<file path="src/rtl/alu_pipe_acc.sv">
// alu_pipe_acc: registered ALU with an internal accumulator and valid/ready handshakes.
//
// This is the parametrised successor of the 6-bit combinational ALU and uses the
// same 3-bit fxn encoding. A single output register holds one result at a time.
// Because in_ready depends on out_ready, one operation can be accepted every cycle.
//
// Parameters:
//   WIDTH     operand, result and accumulator width in bits (>= 2)
//   SATURATE  1 = signed saturation when add, sub or negate overflows
//             0 = two's-complement wrap
//
// Ports:
//   clk, rst_n       clock; asynchronous active-low reset
//   in_valid         operation request valid
//   in_ready         the block can accept a request this cycle
//   fxn              operation select
//   a, b             operands (a is ignored when use_acc = 1)
//   use_acc          operand A is taken from the accumulator
//   acc_wr           on acceptance, the accumulator loads this op's final result
//   acc_clr          on acceptance, the accumulator clears to 0 (wins over acc_wr)
//   out_valid        result and flags are valid
//   out_ready        the consumer takes the result this cycle
//   result           registered result
//   flag_zero        result == 0
//   flag_neg         MSB of result
//   flag_carry       add: carry-out; sub: borrow (A < B unsigned); otherwise 0
//   flag_ovf         signed overflow on add, sub or negate; otherwise 0
//   acc_q            current accumulator value

module alu_pipe_acc #(
   parameter int unsigned WIDTH    = 6,
   parameter bit          SATURATE = 1'b0
) (
   input  logic             clk,
   input  logic             rst_n,
   input  logic             in_valid,
   output logic             in_ready,
   input  logic [2:0]       fxn,
   input  logic [WIDTH-1:0] a,
   input  logic [WIDTH-1:0] b,
   input  logic             use_acc,
   input  logic             acc_wr,
   input  logic             acc_clr,
   output logic             out_valid,
   input  logic             out_ready,
   output logic [WIDTH-1:0] result,
   output logic             flag_zero,
   output logic             flag_neg,
   output logic             flag_carry,
   output logic             flag_ovf,
   output logic [WIDTH-1:0] acc_q
);

   localparam int unsigned Msb = WIDTH - 1;

   localparam logic [WIDTH-1:0] MaxPos = {1'b0, {(WIDTH-1){1'b1}}};
   localparam logic [WIDTH-1:0] MinNeg = {1'b1, {(WIDTH-1){1'b0}}};
   localparam logic [WIDTH-1:0] One    = {{(WIDTH-1){1'b0}}, 1'b1};

   localparam logic [2:0] FxnPassA = 3'b000;
   localparam logic [2:0] FxnPassB = 3'b001;
   localparam logic [2:0] FxnNegA  = 3'b010;
   localparam logic [2:0] FxnNegB  = 3'b011;
   localparam logic [2:0] FxnGtU   = 3'b100;
   localparam logic [2:0] FxnXnor  = 3'b101;
   localparam logic [2:0] FxnAdd   = 3'b110;
   localparam logic [2:0] FxnSub   = 3'b111;

   logic             accept;
   logic [WIDTH-1:0] op_a;
   logic [WIDTH-1:0] op_b;
   logic [WIDTH:0]   sum;
   logic [WIDTH:0]   diff;
   logic [WIDTH-1:0] neg_a;
   logic [WIDTH-1:0] neg_b;

   // Pre-saturation result, the clamp value to use on overflow, and the final result.
   logic [WIDTH-1:0] raw_res;
   logic [WIDTH-1:0] sat_val;
   logic [WIDTH-1:0] res_d;
   logic             carry_d;
   logic             ovf_d;

   // There is one output register, so a new op can enter only when the slot is
   // empty or is being drained in this same cycle.
   assign in_ready = !out_valid || out_ready;
   assign accept   = in_valid && in_ready;

   // Reading the registered accumulator gives a back-to-back use_acc op the value
   // written by the previous accept, because both updates happen on the same edge.
   assign op_a = use_acc ? acc_q : a;
   assign op_b = b;

   assign sum   = {1'b0, op_a} + {1'b0, op_b};
   assign diff  = {1'b0, op_a} - {1'b0, op_b};
   assign neg_a = (~op_a) + One;
   assign neg_b = (~op_b) + One;

   always_comb begin
      raw_res = '0;
      sat_val = MaxPos;
      carry_d = 1'b0;
      ovf_d   = 1'b0;
      case (fxn)
         FxnPassA: raw_res = op_a;
         FxnPassB: raw_res = op_b;
         FxnNegA: begin
            raw_res = neg_a;
            ovf_d   = (op_a == MinNeg);
            sat_val = MaxPos;
         end
         FxnNegB: begin
            raw_res = neg_b;
            ovf_d   = (op_b == MinNeg);
            sat_val = MaxPos;
         end
         FxnGtU:  raw_res = {{(WIDTH-1){1'b0}}, (op_a > op_b)};
         FxnXnor: raw_res = ~(op_a ^ op_b);
         FxnAdd: begin
            raw_res = sum[WIDTH-1:0];
            carry_d = sum[WIDTH];
            ovf_d   = (op_a[Msb] == op_b[Msb]) && (sum[Msb] != op_a[Msb]);
            // An overflowing add has the sign of both operands.
            sat_val = op_a[Msb] ? MinNeg : MaxPos;
         end
         FxnSub: begin
            raw_res = diff[WIDTH-1:0];
            carry_d = diff[WIDTH];
            ovf_d   = (op_a[Msb] != op_b[Msb]) && (diff[Msb] != op_a[Msb]);
            // An overflowing subtract has the sign of the minuend.
            sat_val = op_a[Msb] ? MinNeg : MaxPos;
         end
      endcase
   end

   assign res_d = (SATURATE && ovf_d) ? sat_val : raw_res;

   always_ff @(posedge clk or negedge rst_n) begin
      if (!rst_n) begin
         out_valid  <= 1'b0;
         result     <= '0;
         flag_zero  <= 1'b0;
         flag_neg   <= 1'b0;
         flag_carry <= 1'b0;
         flag_ovf   <= 1'b0;
         acc_q      <= '0;
      end else begin
         if (accept) begin
            out_valid  <= 1'b1;
            result     <= res_d;
            flag_zero  <= (res_d == '0);
            flag_neg   <= res_d[Msb];
            flag_carry <= carry_d;
            flag_ovf   <= ovf_d;
            if (acc_clr) begin
               acc_q <= '0;
            end else if (acc_wr) begin
               acc_q <= res_d;
            end
         end else if (out_ready) begin
            out_valid <= 1'b0;
         end
      end
   end

endmodule

</file>
<file path="config.mk">
export PLATFORM = sky130hd
export DESIGN_NAME = alu_pipe_acc
export DESIGN_NICKNAME = d
export VERILOG_FILES = /design/src/rtl/alu_pipe_acc.sv
export SDC_FILE = /design/constraint.sdc
export NUM_CORES = 1
export LEC_CHECK = 0
export BUFFER_PORTS_ARGS = -buffer_cell sky130_fd_sc_hd__buf_2
export CAP_MARGIN = 20
export CORE_MARGIN = 5
export CORE_UTILIZATION = 39
export DETAILED_ROUTE_END_ITERATION = 10
export HOLD_SLACK_MARGIN = 0.08
export PLACE_DENSITY = 0.6
export SLEW_MARGIN = 15
export SYNTH_ARGS = -nofsm -noshare
export SYNTH_HDL_FRONTEND = slang
export SYNTH_SLANG_ARGS = --single-unit
</file>
<file path="constraint.sdc">
create_clock -name clk -period 3.73 [get_ports clk]
set_clock_uncertainty 0.05 [all_clocks]
set_input_delay 0 -clock clk [delete_from_list [all_inputs] [get_ports clk]]
set_output_delay 0 -clock clk [all_outputs]
set_load 0.01 [all_outputs]
</file>
==> results.sh <==
export IMPL_status="finished, final reports clean"
export IMPL_cts_setup_buffers=0
export IMPL_grt_pass1_vias=1552
export IMPL_pin_count=40
export IMPL_timing_fmax_mhz=325.4
export IMPL_vdd_drop_max_v=0.0002292
export IMPL_p_clk_frac=0.207
export IMPL_hold_class="input port to async pin"
export IMPL_setup_viol=0
export IMPL_most_common_layout_cells="39 x buf_2, 22 x nand2_1, 16 x dfrtp_1"
export IMPL_finalMaxSlewViolations=0
export IMPL_synth_main_ff_cell="dfrtp_1"
export IMPL_ant_nets=0
export IMPL_hold_slack_ns=0.1572
export IMPL_final_cell_count_no_fill=298
export IMPL_required_ns=3.87
export IMPL_drive_above_1_share=0.2520
export IMPL_num_rows=24
export IMPL_synth_seq_cells=16
export IMPL_hold_viol=0
export IMPL_die_h_um=76.88
export IMPL_syn_nets=246
export IMPL_place_congestion=0.8287
export IMPL_rsz0062_at_grt="false"
export IMPL_fin_crit_sh=0.8239
export IMPL_cap_violations=0
export IMPL_fp_dieW_um=76.88
export IMPL_synth_async_reset_ratio=1.000
export IMPL_path_cells="mux2_4, ha_1, nand2_1, o21ai_1, mux2_2, a21oi_1, o22ai_1, nor4b_1, a41o_1"
export IMPL_vias=1612
export IMPL_layout_nets=285
export IMPL_dp_hpwl_mm=3.734
export IMPL_firstDrtPassIters=4
export IMPL_h_tree_depth=1
export IMPL_cts_sinks=16
export IMPL_port_buffers=39
export IMPL_grt_max_degree=23
export IMPL_crit_fanout=10
export IMPL_syn_avg_cell_area_sq_um=8.385
export IMPL_yosys_warnings=0
export IMPL_insertion_delay_ns=0.25
export IMPL_sequentialPowerShare=0.297
export IMPL_combPwrFrac=0.496
export IMPL_cts_clk_slew_worst_paths_ns=0.06
export IMPL_wire_per_inst_um=15.93
export IMPL_grt_usage=0.1646
export IMPL_synthToLayoutAreaGrowth_pct=18.08
export IMPL_synth_edf_count=0
export IMPL_period_minus_slack_ns=3.073
export IMPL_cts_tree="done"
export IMPL_power_leakage_nw=0.9835
export IMPL_antenna_cells=0
export IMPL_tns_ns=0
export IMPL_max_stage_delay_ns=0.46
export IMPL_setup_ws_ns=0.6567
export IMPL_intPower_uw=455.2
export IMPL_endpoint_kind="register"
export IMPL_coreArea_sq_um=4354
export IMPL_cts_root_buf="clkbuf_8"
export IMPL_synth_distinct_cells=56
export IMPL_antenna_found_initial=0
export IMPL_final_common_cell="buf_2"
export IMPL_grt_ovfl_total=0
export IMPL_crit_arrival_ns=3.21
export IMPL_cp_slowest_cell="ha_1"
export IMPL_p_sw_uw=287.8
export IMPL_max_slew_margin=0.5555
export IMPL_synthCells=208
export IMPL_start_util=0.4006
export IMPL_grt_pass1_wl_mm=8.010
export IMPL_cellPowerDensity_nw_per_um2=360.8
export IMPL_setup_worst_path_start_class="register"
export IMPL_seq_area_frac_synth=0.2296
export IMPL_drt_iter0_drc=107
export IMPL_dp_cells=290
export IMPL_cts_buffers=3
export IMPL_worst_slew_pin_transition_ns=0.6639
export IMPL_rrSetupSlack_ns=0.66
export IMPL_clock_path_buffers=2
export IMPL_dp_slack_ns=0.7071
export IMPL_drt_wl_total_mm=4.747
export IMPL_path_class="register to register"
export IMPL_avgViaCountPerCell=5.409
export IMPL_switching_share=0.3873
export IMPL_netlist_area_sq_um=1744
export IMPL_route_detailed_drc=0
export IMPL_dieArea_sq_um=5910
[area by class of cell]
| cell class | instances | area, sq um |
|---|---|---|
| inverters | 16 | 60.06 |
| repair buffers | 45 | 250.2 |
| well taps | 52 | 65.06 |
| clock buffers | 4 | 55.05 |
| multi-input cells | 165 | 1229 |
| flip-flops and latches | 16 | 400.4 |
| fillers | 442 | 2295 |
[Yosys cell counts, types with 3 or more instances]
master | n | area share
nor2b_1 | 3 | 0.011
nand2_1 | 22 | 0.047
mux2_4 | 3 | 0.026
dfrtp_1 | 16 | 0.23
o211ai_1 | 3 | 0.013
nor2_1 | 8 | 0.017
inv_1 | 13 | 0.028
mux2i_1 | 7 | 0.040
o21bai_1 | 4 | 0.017
nand2b_1 | 6 | 0.022
o21ai_0 | 14 | 0.040
mux2i_2 | 3 | 0.024
clkbuf_1 | 5 | 0.011
mux2_2 | 3 | 0.019
o21ai_1 | 5 | 0.014
xnor2_1 | 9 | 0.045
ha_1 | 14 | 0.10
a21oi_1 | 12 | 0.034
and2_1 | 3 | 0.011
a31oi_1 | 5 | 0.018
[power by group through the flow]
stage / clock network, mW / logic, mW / registers [mW]
final: 0.153 / 0.369 / 0.221
after CTS: 0.157 / 0.370 / 0.221
after floorplan: 0 / 0.248 / 0.236
after global routing: 0.169 / 0.409 / 0.224
after detailed placement: 0 / 0.364 / 0.224
after global placement: 0 / 0.366 / 0.223
[stage by stage]
step / power (mW) / util / area, sq um
floorplan: 0.4837 / - / 1744
global placement: 0.5887 / 0.4511 / 1964
detailed placement: 0.5884 / 0.4511 / 1964
CTS: 0.7483 / 0.4730 / 2059
global route: 0.8023 / 0.4730 / 2059
finish: 0.7430 / 0.4730 / 2059
[routing by layer]
metal  GRT usage  part of all wire  wire, um  vias to the layer above
li1            -                 -         -                      826
met1      0.2366              0.50      2352                      745
met2      0.2598              0.45      2148                       37
met3     0.02693             0.044       211                        4
met4     0.03147            0.0072        34                        0
met5           0                 0         0                        -
[cells by family (layout without fill, tap and decap cells)]
logic type / after synthesis / count (layout) / synth area share
buffers and inverters: 27 / 65 / 0.06600
muxes: 16 / 16 / 0.1090
adders and majority gates: 16 / 16 / 0.1234
DFF: 16 / 16 / 0.2296
and+or+nand+nor: 57 / 57 / 0.1679
AOI/OAI and AO/OA: 65 / 65 / 0.2489
xor gates and xnor gates: 11 / 11 / 0.05524
[critical path: cells and delay by family, from the launching register on]
family          cells  cell delay [ns]
compound gates      4             0.86
mux                 2             0.67
simple gates        2             0.55
fa+ha+maj           1             0.46
flops               1             0.42
[final timing paths]
check	from	cells after the start	to
worst max-delay path	acc_q[2]	9	flag_zero
worst min-delay path	rst_n	2	out_valid
worst max register to register	acc_q[2]	9	flag_zero
worst min register to register	result[3]	2	result[3]
max in group asynchronous	rst_n	2	acc_q[0]
min in group clk	acc_wr	4	acc_q[3]
[what timing repair did]
action,CTS,global route
hold buffers,4,0
resized for setup,0,0
hold endpoints to repair,20,0
[registers in the layout (all words and copies together), names as in the netlist]
signal,flops
flag_ovf,1
acc_q,6
flag_zero,1
flag_carry,1
result,6
out_valid,1
(Power assumes the default switching activity.)
